File: src/rtl/if_fetch_unit_pkg.sv
// Shared defaults and types for the instruction-fetch front end.
// Holds the address width, reset PC and queue depth defaults plus the request FSM encoding.
package if_fetch_unit_pkg;

    localparam int          FETCH_ADDR_WIDTH = 32;
    localparam logic [31:0] FETCH_RESET_PC   = 32'h8000_0000;
    localparam int          FETCH_QDEPTH     = 4;

    typedef enum logic [1:0] {
        ST_IDLE             = 2'd0,
        ST_WAIT_RSP         = 2'd1,
        ST_WAIT_RSP_DISCARD = 2'd2
    } fetch_state_e;

    // A request issued from an odd word address only carries one useful word.
    function automatic logic [1:0] rsp_word_cnt(input logic hi_only);
        return hi_only ? 2'd1 : 2'd2;
    endfunction

endpackage

File: src/rtl/if_fetch_unit_queue.sv
// Circular instruction queue with two write ports, two read ports and synchronous clear.
// Each entry carries a 32-bit instruction word and its PC.
module fetch_queue
    import if_fetch_unit_pkg::*;
#(
    parameter int AW    = FETCH_ADDR_WIDTH,
    parameter int DEPTH = FETCH_QDEPTH
) (
    input  logic                     clk,
    input  logic                     rst,
    input  logic                     clr_i,
    input  logic [1:0]               push_cnt_i,
    input  logic [31:0]              push_inst0_i,
    input  logic [AW-1:0]            push_pc0_i,
    input  logic [31:0]              push_inst1_i,
    input  logic [AW-1:0]            push_pc1_i,
    input  logic [1:0]               pop_cnt_i,
    output logic                     head0_valid_o,
    output logic [31:0]              head0_inst_o,
    output logic [AW-1:0]            head0_pc_o,
    output logic                     head1_valid_o,
    output logic [31:0]              head1_inst_o,
    output logic [AW-1:0]            head1_pc_o,
    output logic [$clog2(DEPTH):0]   count_o
);

    localparam int PW = $clog2(DEPTH);
    localparam int CW = PW + 1;

    logic [31:0]   inst_mem [DEPTH];
    logic [AW-1:0] pc_mem   [DEPTH];

    logic [PW-1:0] wr_q, wr_d, rd_q, rd_d;
    logic [PW-1:0] wr_nxt, rd_nxt;
    logic [CW-1:0] count_q, count_d;

    assign wr_nxt = wr_q + PW'(1);
    assign rd_nxt = rd_q + PW'(1);

    // Pointers wrap naturally because DEPTH is a power of two.
    always_comb begin
        wr_d    = wr_q;
        rd_d    = rd_q;
        count_d = count_q;
        if (clr_i) begin
            wr_d    = '0;
            rd_d    = '0;
            count_d = '0;
        end else begin
            wr_d    = wr_q + PW'(push_cnt_i);
            rd_d    = rd_q + PW'(pop_cnt_i);
            count_d = count_q + CW'(push_cnt_i) - CW'(pop_cnt_i);
        end
    end

    always_ff @(posedge clk or posedge rst) begin
        if (rst) begin
            wr_q    <= '0;
            rd_q    <= '0;
            count_q <= '0;
        end else begin
            wr_q    <= wr_d;
            rd_q    <= rd_d;
            count_q <= count_d;
        end
    end

    always_ff @(posedge clk) begin
        if (!clr_i && push_cnt_i != 2'd0) begin
            inst_mem[wr_q] <= push_inst0_i;
            pc_mem[wr_q]   <= push_pc0_i;
        end
        if (!clr_i && push_cnt_i == 2'd2) begin
            inst_mem[wr_nxt] <= push_inst1_i;
            pc_mem[wr_nxt]   <= push_pc1_i;
        end
    end

    assign head0_valid_o = (count_q != '0);
    assign head1_valid_o = (count_q >= CW'(2));
    assign head0_inst_o  = inst_mem[rd_q];
    assign head0_pc_o    = pc_mem[rd_q];
    assign head1_inst_o  = inst_mem[rd_nxt];
    assign head1_pc_o    = pc_mem[rd_nxt];
    assign count_o       = count_q;

endmodule

File: src/rtl/if_fetch_unit.sv
// Fetch front end: owns the fetch PC, issues aligned 8-byte I-cache requests,
// applies redirects and feeds returned words into the decode queue.
module if_fetch_unit
    import if_fetch_unit_pkg::*;
#(
    parameter int                    ADDR_WIDTH = FETCH_ADDR_WIDTH,
    parameter logic [ADDR_WIDTH-1:0] RESET_PC   = ADDR_WIDTH'(FETCH_RESET_PC),
    parameter int                    QDEPTH     = FETCH_QDEPTH
) (
    input  logic                  clk,
    input  logic                  rst,
    input  logic [4:0]            Ctrl_Stall,
    input  logic                  Csr_ExcpFlag,
    input  logic [ADDR_WIDTH-1:0] Csr_ExcpPC,
    input  logic                  EX_BranchFlag,
    input  logic [ADDR_WIDTH-1:0] EX_BranchPC,
    output logic                  Fetch_Req,
    output logic [ADDR_WIDTH-1:0] Fetch_Addr,
    input  logic                  Icache_Ready,
    input  logic                  Icache_RspValid,
    input  logic [63:0]           Icache_RspData,
    output logic                  Icache_StallReq,
    output logic                  Fetch_Valid_0,
    output logic                  Fetch_Valid_1,
    output logic [31:0]           Fetch_Inst_0,
    output logic [31:0]           Fetch_Inst_1,
    output logic [ADDR_WIDTH-1:0] Fetch_PC_0,
    output logic [ADDR_WIDTH-1:0] Fetch_PC_1,
    input  logic [1:0]            Decode_Take,
    output fetch_state_e          dbg_state_o
);

    localparam int CW = $clog2(QDEPTH) + 1;

    fetch_state_e          state_q, state_d;
    logic [ADDR_WIDTH-1:0] pc_q, pc_d;
    logic [ADDR_WIDTH-1:0] req_addr_q, req_addr_d;
    logic                  hi_only_q, hi_only_d;

    logic                  redirect;
    logic [ADDR_WIDTH-1:0] redirect_pc;
    logic [ADDR_WIDTH-1:0] aligned_pc;
    logic                  free_ge2;
    logic                  accept;
    logic                  rsp_live;
    logic [1:0]            push_cnt;
    logic [1:0]            pop_cnt;
    logic [31:0]           push_inst0;
    logic [ADDR_WIDTH-1:0] push_pc0;
    logic [CW-1:0]         q_count;
    logic                  unused_stall_bits;

    assign unused_stall_bits = ^Ctrl_Stall[4:2];

    assign redirect = Csr_ExcpFlag | EX_BranchFlag;

    always_comb begin
        redirect_pc      = Csr_ExcpFlag ? Csr_ExcpPC : EX_BranchPC;
        redirect_pc[1:0] = 2'b00;
    end

    assign aligned_pc = {pc_q[ADDR_WIDTH-1:3], 3'b000};
    assign free_ge2   = (CW'(QDEPTH) - q_count) >= CW'(2);

    // Only IDLE may issue, which also guarantees a single outstanding request.
    assign Fetch_Req  = !rst && (state_q == ST_IDLE) && free_ge2 && !Ctrl_Stall[0] && !redirect;
    assign Fetch_Addr = aligned_pc;
    assign accept     = Fetch_Req && Icache_Ready;
    assign rsp_live   = (state_q == ST_WAIT_RSP) && Icache_RspValid;

    always_comb begin
        state_d    = state_q;
        pc_d       = pc_q;
        req_addr_d = req_addr_q;
        hi_only_d  = hi_only_q;
        push_cnt   = 2'd0;
        case (state_q)
            ST_IDLE: begin
                if (accept) begin
                    state_d    = ST_WAIT_RSP;
                    pc_d       = aligned_pc + ADDR_WIDTH'(8);
                    req_addr_d = aligned_pc;
                    hi_only_d  = pc_q[2];
                end
            end
            ST_WAIT_RSP: begin
                if (Icache_RspValid) begin
                    state_d = ST_IDLE;
                    if (!redirect) push_cnt = rsp_word_cnt(hi_only_q);
                end else if (redirect) begin
                    state_d = ST_WAIT_RSP_DISCARD;
                end
            end
            ST_WAIT_RSP_DISCARD: begin
                if (Icache_RspValid) state_d = ST_IDLE;
            end
            default: state_d = ST_IDLE;
        endcase
        if (redirect) pc_d = redirect_pc;
    end

    always_ff @(posedge clk or posedge rst) begin
        if (rst) begin
            state_q    <= ST_IDLE;
            pc_q       <= RESET_PC;
            req_addr_q <= '0;
            hi_only_q  <= 1'b0;
        end else begin
            state_q    <= state_d;
            pc_q       <= pc_d;
            req_addr_q <= req_addr_d;
            hi_only_q  <= hi_only_d;
        end
    end

    // A high-only response puts the upper word first; port 1 is unused then.
    assign push_inst0 = hi_only_q ? Icache_RspData[63:32] : Icache_RspData[31:0];
    assign push_pc0   = hi_only_q ? req_addr_q + ADDR_WIDTH'(4) : req_addr_q;
    assign pop_cnt    = Ctrl_Stall[1] ? 2'd0 : Decode_Take;

    fetch_queue #(
        .AW    (ADDR_WIDTH),
        .DEPTH (QDEPTH)
    ) u_queue (
        .clk           (clk),
        .rst           (rst),
        .clr_i         (redirect),
        .push_cnt_i    (push_cnt),
        .push_inst0_i  (push_inst0),
        .push_pc0_i    (push_pc0),
        .push_inst1_i  (Icache_RspData[63:32]),
        .push_pc1_i    (req_addr_q + ADDR_WIDTH'(4)),
        .pop_cnt_i     (pop_cnt),
        .head0_valid_o (Fetch_Valid_0),
        .head0_inst_o  (Fetch_Inst_0),
        .head0_pc_o    (Fetch_PC_0),
        .head1_valid_o (Fetch_Valid_1),
        .head1_inst_o  (Fetch_Inst_1),
        .head1_pc_o    (Fetch_PC_1),
        .count_o       (q_count)
    );

    assign Icache_StallReq = (q_count == '0) && !rsp_live;
    assign dbg_state_o     = state_q;

endmodule

File: config.mk
export PLATFORM = sky130hd
export DESIGN_NAME = if_fetch_unit
export DESIGN_NICKNAME = d
export VERILOG_FILES = /design/src/rtl/if_fetch_unit_pkg.sv /design/src/rtl/if_fetch_unit_queue.sv /design/src/rtl/if_fetch_unit.sv
export SDC_FILE = /design/constraint.sdc
export NUM_CORES = 1
export LEC_CHECK = 0
export BUFFER_PORTS_ARGS = -buffer_cell sky130_fd_sc_hd__buf_2
export CAP_MARGIN = 20
export CORE_MARGIN = 5
export CORE_UTILIZATION = 51
export CTS_BUF_LIST = sky130_fd_sc_hd__clkbuf_16
export DETAILED_ROUTE_END_ITERATION = 12
export PLACE_DENSITY = 0.86
export SLEW_MARGIN = 20
export SYNTH_ARGS = -nofsm -noshare
export SYNTH_HDL_FRONTEND = slang
export SYNTH_SLANG_ARGS = --single-unit
File: constraint.sdc
create_clock -name clk -period 3.2 [get_ports clk]
set_input_delay 0.96 -clock clk [delete_from_list [all_inputs] [get_ports clk]]
set_output_delay 0.96 -clock clk [all_outputs]
set_load 0.03 [all_outputs]
Word-level counts from Yosys, hierarchy flattened

Memory sizes are Yosys's and may differ from the RTL's.
Cells that the tools add are included.

Bits in writable memories: 256
Logic and storage cells: 72
Bits in registers: 71
Memories kept: 2

Memory list:

| name             | depth | width | read ports | clocked after memory_dff | write ports | line                      | RTL |
|---|---|---|---|---|---|---|---|
| u_queue.inst_mem | 4     | 32    | 2          | 0                        | 2           | if_fetch_unit_queue.sv:30 | `logic [31:0] inst_mem [DEPTH];` |
| u_queue.pc_mem   | 4     | 32    | 2          | 0                        | 2           | if_fetch_unit_queue.sv:31 | `logic [AW-1:0] pc_mem [DEPTH];` |

Bitwise gates (word level): 1
Reduce and logical (&&, ||, !) cells: 22
Eq/ne operators: 6
Magnitude comparators: 2
Add/subtract/negate cells: 9
Mux-type cells: 23

Operator list:

| cell                    | number |
|---|---|
| $mux W32                | 6 |
| $add A32 B3 Y32 const B | 1 |
| $add A32 B4 Y32 const B | 1 |
| $mux W2                 | 11 |
| $logic_and A1 B1 Y1     | 9 |
| $ge A3 B2 Y1 const B    | 2 |
| $pmux W2 S3             | 1 |
| $reduce_bool A2 Y1      | 3 |
| $add A2 B1 Y2 const B   | 2 |
| $add A2 B2 Y2           | 2 |
| $eq A2 B2 Y1 const B    | 2 |
| $logic_not A1 Y1        | 4 |
| $mux W1                 | 4 |
| $ne A2 B2 Y1 const B    | 2 |
| $reduce_and A2 Y1       | 2 |
| $add A3 B2 Y3           | 1 |
| $logic_not A3 Y1        | 1 |
| $mux W3                 | 1 |
| $ne A3 B2 Y1 const B    | 1 |
| $reduce_and A3 Y1       | 1 |
| $reduce_bool A3 Y1      | 1 |
| $sub A3 B2 Y3           | 1 |
| $sub A3 B3 Y3 const A   | 1 |
| $eq A2 B1 Y1 const B    | 1 |
| 2 further kinds         | 2 |

Longest topological paths before layout

Gate-level depths: netlist of run 1.

Word-level depth: 9
Gate-level depth with buffers: 10

Cells and area by module

A second synthesis of run 1 with hierarchy kept.

Cells, all modules: 1,240
Area total of the unflattened synthesis: 19,058.3 um2

Modules (own cells, without submodules):

| module        | instances | cells an instance | area an instance (um2) |
|---|---|---|---|
| fetch_queue   | 1         | 747               | 14,885.5 |
| if_fetch_unit | 1         | 493               | 4,172.8 |

Worst setup path before layout of run 1

No wires, ideal clock.

Path type: input -> register
From: input Csr_ExcpFlag
To: memory u_queue.inst_mem[0][0] (enable)
Data arrival time: 3.617 ns
Setup slack: -0.863 ns
Path buffers: 2
Data required time: 2.754 ns
Stages on the path: 5
Library setup time: 0.446 ns
Path through: buf_2 nor2_1 nand3_1 a211oi_1 clkbuf_1

RTL lines:

| what            | line                      | RTL |
|---|---|---|
| start, declared | if_fetch_unit.sv:13       | `input logic Csr_ExcpFlag,` |
| end, declared   | if_fetch_unit_queue.sv:30 |  |

Final worst setup path of run 1

From: register u_queue.rd_q[0]
To: output Fetch_PC_1[17]

Longest elaborated chain between the ends: 2

Ends and longest elaborated chain:

| what                   | line                      | RTL |
|---|---|---|
| start, declared        | if_fetch_unit_queue.sv:33 | `logic [PW-1:0] wr_q, wr_d, rd_q, rd_d;` |
| start signal, assigned | if_fetch_unit_queue.sv:63 | `rd_q <= rd_d;` |
| $add A2 B1 Y2          | if_fetch_unit_queue.sv:38 | `assign rd_nxt = rd_q + PW'(1);` |
| $mem_v2 Z4 W32         | n/a                       |  |
| end, declared          | if_fetch_unit.sv:28       | `output logic [ADDR_WIDTH-1:0] Fetch_PC_1,` |

Every way passes these cells.

==> results_dict.tcl, run 1 <==
set metrics [dict create \
    status "complete, no violations" \
    antenna_left 0 \
    clk_path_buf_depth 3 \
    grt_pass1_wl_mm 63.3 \
    use_met1 0.281 \
    hold_ws_ns 0.407 \
    period_needed_ns 3.17 \
    p_leak_nw 7.64 \
    cts-htree-levels 2 \
    end_kind "output pin" \
    tightest_slew_ns 0.516 \
    vias 10992 \
    final_hold_viol_count 0 \
    sw_frac_of_total 0.264 \
    drive_gt1_frac 0.448 \
    grt-ovfl-total 0 \
    busiest_layer "met2" \
    setup_tns_ns 0 \
    synth_edf_count 244 \
    synth.avg_cell_area_um2 14.3 \
    globalplace.congestion 0.878 \
    fin_area_mm2 0.0199 \
    power_switching_w 0.00279 \
    drt_iter0_markers 893 \
    worstSetupPathType "flop to output pin" \
    finalCritPeriodShare 0.991 \
    max_cap_violations 0 \
    die_w_um 191 \
    cts_sinks 317 \
    synthArstFlopShare 0.218 \
    core_mm2 0.0325 \
    clk_latency_ns 0.51 \
    clkPwrFrac 0.359 \
    crit_path_max_fanout 24 \
    die_height_um 191 \
    yosys_warnings 0 \
    wl_per_cell_um 21.2 \
    internal_power_w 0.00778 \
    root_buffer "clkbuf_16" \
    netlist_area_mm2 0.0168 \
    fmax_mhz 315 \
    routed_wl_mm 40.3 \
    powerDensity_mw_per_mm2 531 \
    ys_seq_area_frac 0.544 \
    path_clk_slew_ns 0.06 \
    grt_max_degree 60 \
    seq_power_share 0.464 \
    placed_cell_area_mm2 0.0188 \
    vias_per_cell 5.79 \
    hp-class "input port to async pin" \
    grt_pass1_vias 11566 \
    die-area_mm2 0.0367 \
    initial_core_util 0.516 \
    ios 307 \
    nets 1580 \
    setup-violations-final 0 \
    rsz0062_at_grt "yes" \
    worstPathRequired_ns 2.24 \
    cts_tree "yes" \
    track_usage 0.219 \
    cts_buffers 35 \
    cp.arrival_ns 2.21 \
    synth_cell_types 59 \
    start_kind "flop" \
    grtUsageMet3 0.0429 \
    synth_seq_cells 317 \
    met2_usage 0.385 \
    drc_errors 0 \
    combPwrFrac 0.177 \
    relSlewSlack 0.656 \
    total_power_w 0.0106 \
    syn_to_final_growth_pct 18.6 \
    rows 66 \
    first_pass_iters 5 \
    vdd_drop_max_uv 352 \
    fin_util 0.612 \
    ys.flop_type "edfxtp_1" \
    skew_ns 0.0169 \
    dp_hpwl_mm 27.4 \
    maxSlewViolCount 0 \
    synthCells 1173 \
    antenna_found_initial 1 \
    io_buffers 292 \
]
## worst paths after layout
path,depth (start not counted),slack (ns),to,from
max in group asynchronous,3,2.12,pc_q[31]$_DFFE_PP1P_,rst
max reg2reg,8,0.59,pc_q[27]$_DFFE_PP0P_,u_queue.count_o[1]$_DFF_PP0_
max,3,0.03,Fetch_PC_1[17],u_queue.rd_q[0]$_DFF_PP0_
min,2,0.41,pc_q[6]$_DFFE_PP0P_,rst
min reg2reg,1,0.52,u_queue.pc_mem[1][2]$_SDFFE_PP1P_,u_queue.pc_mem[1][2]$_SDFFE_PP1P_
min in group clk,1,0.52,u_queue.pc_mem[1][2]$_SDFFE_PP1P_,u_queue.pc_mem[1][2]$_SDFFE_PP1P_
## cell type report
type	instances	area [um2]
Clock inverter	25	158
Multi-Input combinational cell	732	7090
Timing Repair Buffer	330	1990
Antenna cell	1	2.50
Sequential cell	317	9140
Inverter	13	48.8
Fill cell	2466	12600
Clock buffer	37	926
Tap cell	442	553
## critical path, cell delays in order (launching register included)
cell       delay (ns)
dfrtp_4          0.55
bufbuf_16        0.41
mux4_2           0.53
buf_2            0.21
## timing repair
item | 4_1_cts | 5_1_grt
endpoints found under the hold margin | 0 | 0
gates cloned | 1 | 0
setup buffers | 3 | 0
hold buffers | 0 | 0
gates resized for setup | 3 | 0
endpoints found under the setup margin | 74 | 69
## power by group through the flow
stage / sequential (W) / combinational [W] / clock, W
after floorplan: 0.00486 / 0.00140 / 0
after global placement: 0.00498 / 0.00180 / 0
after detailed placement: 0.00499 / 0.00186 / 0
after CTS: 0.00490 / 0.00189 / 0.00388
after global routing: 0.00494 / 0.00201 / 0.00404
final: 0.00491 / 0.00187 / 0.00379
## sequential cells by signal, summed over array words and instances, names as in the netlist
signal            count
pc_q                 30
u_queue.rd_q          2
u_queue.wr_q          2
u_queue.count_o       3
dbg_state_o           2
hi_only_q             1
u_queue.pc_mem      120
req_addr_q           29
u_queue.inst_mem    128
## layer usage
metal	vias up	part of all wire
li1	4960	-
met1	5499	0.39
met4	2	0.024
met5	-	0.00032
met2	464	0.51
met3	67	0.077
## per-stage QoR
stage               setup WS, ns  instances
floorplan                 0.0251       1179
global placement          0.0852       1830
detailed placement        0.0805       1830
CTS                      -0.0241       1896
finish                    0.0301       1897
global route             -0.0760       1896
## cell usage in the layout, fill, tap and decap left out, types with 5 or more instances in the layout
cell type  count
buf_2        291
dfrtp_1       66
a211oi_1       5
a31oi_1        5
mux2i_1       15
nand2_1      122
o2bb2ai_1      7
nor3_1        10
edfxtp_1     244
buf_4         21
mux2_2       132
nand3_1       13
o31ai_1        5
o21ai_0       29
conb_1         7
mux4_2       124
ha_1           8
a21oi_1       18
nor2b_1        6
nand4_1       10
buf_12        16
nor2_1        41
clkbuf_16     37
and2_1       121
inv_1         19
clkinv_1      12
## synthesized netlist by cell type (15+ instances only)
cell      number  share of area
clkbuf_1      45          0.010
edfxtp_1     244           0.44
nor2_1        45          0.010
buf_2         17         0.0051
a21oi_1       19         0.0057
mux2i_1       15         0.0089
mux2_2       132          0.089
dfrtp_1       68           0.10
nand2_1      122          0.027
buf_4         40          0.018
mux4_2       124           0.17
o21ai_0       29         0.0086
and2_1       121          0.045
## kinds of logic after synthesis
kind of cell	synth area share
AO/OA/AOI/OAI	0.0361
XOR/XNOR	0.00261
adder cells (fa/ha/maj)	0.00834
buffers and inverters	0.0399
flip-flops	0.544
multiplexers	0.264
other	0.000223
AND/OR/NAND/NOR	0.105
Note: power is estimated with default switching activity, not from simulation.
==> run 2, diff against run 1 <==
Settings changed: CORE_UTILIZATION 51 to 52, SYNTH_HIERARCHICAL from default to 1.
==> run 2 against run 1 <==
Against the previous run: total power up 9.7%; non-clock buffer count up 25; sequential power is 7.7% higher; global-route usage grew 0.90 points; routed wire length rose by 17%; die area increased by 11%; cell area grew 12%; clock skew up 0.0034 ns; synthesized area rose by 13%; largest cell class unchanged.
==> results_dict.tcl, run 2 <==
set metrics [dict create \
    status "complete, no violations" \
    end_kind "output pin" \
    drt_iter0_markers 819 \
    hold_ws_ns 0.385 \
    post-synth-top-area-cell "edfxtp_1" \
    yosys_warnings 6 \
    powerDensity_mw_per_mm2 519 \
    cts-htree-levels 2 \
    vias 12138 \
    mostFrequentLayoutCell "buf_2" \
    tightest_slew_ns 0.610 \
    period_needed_ns 3.09 \
    drive_gt1_frac 0.544 \
    initial_core_util 0.523 \
    path_clk_slew_ns 0.06 \
    rsz0062_at_grt "no" \
    maxSlewViolCount 0 \
    cts_tree "yes" \
    hp-class "input port to async pin" \
    dp_hpwl_mm 32.4 \
    nFillCells 2649 \
    io_buffers 296 \
    wl_per_cell_um 23.2 \
    crit_path_max_fanout 28 \
    vias_per_cell 5.97 \
    antenna_left 0 \
    post-place-ws_ns 0.0852 \
    grt_pass1_wl_mm 73.8 \
    path_cells "buf_12 -> mux4_2 -> buf_2" \
    cts_sinks 325 \
    synthArstFlopShare 0.212 \
    met2_usage 0.402 \
    root_buffer "clkbuf_16" \
    clk_path_buf_depth 3 \
    cp_slowest_cell "mux4_2" \
    routed_wl_mm 47.2 \
    first_pass_iters 5 \
    synth_seq_cells 325 \
    num_antenna_cells 0 \
    cts_buffers 37 \
    setup-violations-final 0 \
    nets 1690 \
    slowest_delay_ns 0.57 \
    synth.avg_cell_area_um2 15.4 \
    synth_top_area_share 0.403 \
    yosys.cell_count.top_type "edfxtp_1" \
    worstPathRequired_ns 2.24 \
    synthTopCellsByCount "edfxtp_1 (256), mux2_2 (164), mux4_2 (128)" \
    drc_errors 0 \
    setup_tns_ns 0 \
    vdd_drop_max_uv 281 \
    synth_top_family_by_area "multiplexers" \
    synth_cell_types 79 \
    fmax_mhz 324 \
    busiest_layer "met2" \
    clk_latency_ns 0.51 \
    skew_ns 0.0203 \
    use_met1 0.292 \
    fin_util 0.613 \
    netlist_area_mm2 0.0191 \
    synth_area_leaders "edfxtp_1 (40%), mux4_2 (15%), mux2_2 (9.7%)" \
    worstSetupPathType "flop to output pin" \
    finalCritPeriodShare 0.964 \
    ios 307 \
    synth_fa_ha_area_frac 0.00735 \
    grt_pass1_vias 12934 \
    relSlewSlack 0.593 \
    die_height_um 201 \
    cp.arrival_ns 2.13 \
    track_usage 0.228 \
    grtUsageMet3 0.0445 \
    multi_input_area_mm2 0.00886 \
    synth_compound_area_frac 0.0356 \
    yosys.area_share.simple 0.0608 \
    synth_mux_area_frac 0.348 \
    final_hold_viol_count 0 \
    core_mm2 0.0364 \
    globalplace.congestion 0.911 \
    grt_max_degree 48 \
    synth_edf_count 256 \
    ys.flop_type "edfxtp_1" \
    mostFrequentLayoutCells "buf_2 (296), edfxtp_1 (256), mux2_2 (164)" \
    p_leak_nw 8.75 \
    final.setup.worst_slack_ns 0.114 \
    rows 70 \
    postCtsHoldBufs 0 \
    grt-ovfl-total 0 \
    syn_to_final_growth_pct 17.1 \
    seq_area_mm2 0.00942 \
    die_w_um 201 \
    die-area_mm2 0.0406 \
    synthCells 1240 \
    ys_seq_area_frac 0.494 \
    synth_xor_area_frac 0.00551 \
    top_regs "u_queue/inst_mem x128, u_queue/pc_mem x128, pc_q x30" \
    start_kind "flop" \
    antenna_found_initial 1 \
    max_cap_violations 0 \
]
==> run 2: through the flow <==
| stage | area, um2 | cells | total power [W] |
|---|---|---|---|
| global route | 22300 | 2032 | 0.0121 |
| global placement | 21100 | 1966 | 0.00757 |
| finish | 22300 | 2032 | 0.0116 |
| CTS | 22300 | 2032 | 0.0117 |
| floorplan | 19200 | 1261 | 0.00712 |
| detailed placement | 21100 | 1966 | 0.00768 |
==> run 2: routing by layer <==
layer	wire, um	up-vias
li1	-	5421
met1	18500	6095
met2	23900	538
met3	3650	82
met4	1190	2
met5	13	-
==> run 2: logic make-up (layout without fill, tap and decap cells) <==
group                      count (synthesis)  count (layout)
adders and majority gates                 10              10
other                                      2              23
and+or+nand+nor                          230             230
buffers and inverters                    134             437
muxes                                    422             422
AOI/OAI and AO/OA                        105             105
xor gates and xnor gates                  12              12
DFF                                      325             325
==> run 2: final cells by class <==
cell class	instances	area share
clock inverters	24	0.00645
clock buffers	40	0.0448
flip-flops and latches	325	0.422
multi-input cells	802	0.397
well taps	468	0.0262
inverters	18	0.00303
repair buffers	355	0.100
==> run 2: what timing repair did <==
| action | 4_1_cts | 5_1_grt |
|---|---|---|
| cloned | 0 | 0 |
| setup buffers | 2 | 0 |
| setup endpoints to repair | 8 | 2 |
| pin swaps | 0 | 0 |
| resized for setup | 0 | 1 |
==> run 2: path summary, 6_finish.rpt <==
path	startpoint	endpoint	slack (ns)	depth (start not counted)
hold / removal	rst	req_addr_q[10]$_DFFE_PP0P_	0.38	2
min in group clk	pc_q[2]$_DFFE_PP0P_	hi_only_q$_DFFE_PP0P_	0.52	2
max in group asynchronous	rst	hi_only_q$_DFFE_PP0P_	2.13	3
setup / recovery	u_queue/rd_q[0]$_DFF_PP0_	Fetch_PC_1[21]	0.11	3
setup reg to reg	u_queue/count_o[0]$_DFF_PP0_	pc_q[8]$_DFFE_PP0P_	0.57	8
hold reg to reg	pc_q[2]$_DFFE_PP0P_	hi_only_q$_DFFE_PP0P_	0.52	2
==> run 2: power by group <==
part	total (W)	switching, W	internal, W
combinational	0.00233	0.00105	0.00129
sequential	0.00529	0.000361	0.00493
clock	0.00397	0.00164	0.00233
total	0.0116	0.00305	0.00855
==> run 2: worst max-delay path, delay by kind of cell, from the launching register on <==
| family | cells | cell delay, ns |
|---|---|---|
| muxes | 1 | 0.57 |
| buffers and inverters | 2 | 0.47 |
| DFF | 1 | 0.56 |
==> run 3, diff against run 2 <==
Settings changed: REMOVE_ABC_BUFFERS from default to 1.
==> run 3 against run 2 <==
Against the previous run: sequential power hardly changed; utilization is 0.27 points lower; worst setup slack got worse by 0.036 ns; global-route usage is 0.089 points higher; combinational power hardly changed; worst hold slack better by 0.052 ns; sequential cell count did not move; non-clock buffer count decreased by 2; count of clock-buffer cells in the layout down 3; critical path type unchanged; routed wire length increased by 0.22%.
==> results_dict.tcl, run 3 (synthesis gave the netlist of run 2 again) <==
set metrics [dict create \
    status "complete, no violations" \
    root_buffer "clkbuf_16" \
    drc_errors 0 \
    maxSlewViolCount 0 \
    mostFrequentLayoutCell "buf_2" \
    skew_ns 0.0148 \
    tightest_slew_ns 0.611 \
    initial_core_util 0.523 \
    die_w_um 201 \
    sw_frac_of_total 0.260 \
    r2r_setup_slack_ns 0.57 \
    period_needed_ns 3.12 \
    vdd_drop_max_uv 314 \
    cp.arrival_ns 2.16 \
    dp_hpwl_mm 31.9 \
    clk_latency_ns 0.52 \
    end_kind "output pin" \
    power_switching_w 0.00303 \
    routed_wl_mm 47.3 \
    vias 12085 \
    nets 1687 \
    max_cap_violations 0 \
    crit_path_max_fanout 26 \
    grt_pass1_wl_mm 73.5 \
    worstPathRequired_ns 2.24 \
    final_hold_viol_count 0 \
    path_clk_slew_ns 0.06 \
    ios 307 \
    syn_to_final_growth_pct 16.6 \
    fmax_mhz 320 \
    start_kind "flop" \
    r2r-start "dbg_state_o[0]$_DFFE_PP0P_" \
    first_pass_iters 7 \
    clk_path_buf_depth 3 \
    wl_per_cell_um 23.3 \
    powerDensity_mw_per_mm2 525 \
    rsz0062_at_grt "no" \
    setup-violations-final 0 \
    mostFrequentLayoutCells "buf_2 (296), edfxtp_1 (256), mux2_2 (164)" \
    rows 70 \
    relSlewSlack 0.592 \
    post-place-ws_ns 0.0460 \
    top_regs "u_queue/inst_mem x128, u_queue/pc_mem x128, pc_q x30" \
    clkPwrFrac 0.346 \
    grt_pass1_vias 12782 \
    cts-htree-levels 2 \
    final.setup.worst_slack_ns 0.0782 \
    worstSetupPathType "flop to output pin" \
    cts_buffers 36 \
    cts_tree "yes" \
    stdcell_count 2028 \
    endpoint "Fetch_PC_1[13]" \
    setup_tns_ns 0 \
    startpoint "u_queue/rd_q[1]$_DFF_PP0_" \
    r2r_end "u_queue/inst_mem[2][18]$_DFFE_PP_" \
    hp-class "input port to async pin" \
    reg2regPathDepth 7 \
    p_leak_nw 8.73 \
    vias_per_cell 5.96 \
    antenna_found_initial 0 \
    fin_util 0.610 \
    grt_max_degree 46 \
    seq_power_share 0.455 \
    antenna_left 0 \
    die-area_mm2 0.0406 \
    drt_iter0_markers 756 \
    placed_cells 1960 \
    internal_power_w 0.00862 \
    die_height_um 201 \
    io_buffers 296 \
    num_antenna_cells 0 \
    track_usage 0.229 \
    core_mm2 0.0364 \
    finalCritPeriodShare 0.976 \
    drive_gt1_frac 0.540 \
    combPwrFrac 0.199 \
    cts_sinks 325 \
    grt-ovfl-total 0 \
    globalplace.congestion 0.895 \
]
run 3: timing repair:
action | in CTS | in global routing
setup buffers | 6 | 0
hold endpoints to repair | 0 | 0
gates resized for setup | 1 | 1
pin swaps | 0 | 0
setup endpoints to repair | 80 | 1
hold buffers | 0 | 0
gates cloned | 0 | 0
run 3: worst max-delay path, cell delays in order, from the launching register on:
cell	delay [ns]
dfrtp_4	0.58
buf_12	0.26
buf_4	0.23
mux4_2	0.34
buf_2	0.20
run 3: power groups by stage:
| stage | Clock, W | Sequential [W] | Combinational (W) |
|---|---|---|---|
| 6_report | 0.00403 | 0.00530 | 0.00232 |
| 5_1_grt | 0.00429 | 0.00535 | 0.00251 |
| 4_1_cts | 0.00412 | 0.00530 | 0.00233 |
| 3_5_place_dp | 0 | 0.00539 | 0.00230 |
| 3_3_place_gp | 0 | 0.00537 | 0.00221 |
| 2_1_floorplan | 0 | 0.00541 | 0.00164 |
run 3: stage by stage:
step | cell area [um2] | hold slack, ns | total power, W
6_report | 22200 | 0.437 | 0.0117
5_1_grt | 22200 | 0.445 | 0.0122
4_1_cts | 22200 | 0.411 | 0.0117
3_5_place_dp | 21000 | 0.522 | 0.00769
3_3_place_gp | 21000 | 0.506 | 0.00758
2_1_floorplan | 18300 | 0.450 | 0.00705
run 3: layer usage:
metal  GRT usage  up-vias  part of all wire
li1            -     5425                 -
met1       0.302     6030              0.40
met2       0.390      547              0.50
met3      0.0450       83             0.075
met4      0.0659        0             0.026
met5           0        -                 0
run 3: area by class of cell:
class,instances,area [um2]
clock buffers,37,926
clock inverters,25,213
fillers,2709,14200
inverters,18,67.6
multi-input cells,802,8840
flip-flops and latches,325,9420
well taps,468,586
repair buffers,353,2170
run 3: how the worst min path moves through the flow:
stage / start / end / slack [ns] / cells after the start
after floorplan: pc_q[2]$_DFFE_PP0P_ / hi_only_q$_DFFE_PP0P_ / 0.45 / 2
after global placement: pc_q[2]$_DFFE_PP0P_ / hi_only_q$_DFFE_PP0P_ / 0.51 / 2
after detailed placement: pc_q[22]$_DFFE_PP0P_ / pc_q[22]$_DFFE_PP0P_ / 0.52 / 1
after CTS: rst / u_queue/count_o[2]$_DFF_PP0_ / 0.41 / 2
after global routing: rst / u_queue/count_o[1]$_DFF_PP0_ / 0.45 / 2
final: rst / u_queue/count_o[2]$_DFF_PP0_ / 0.44 / 2
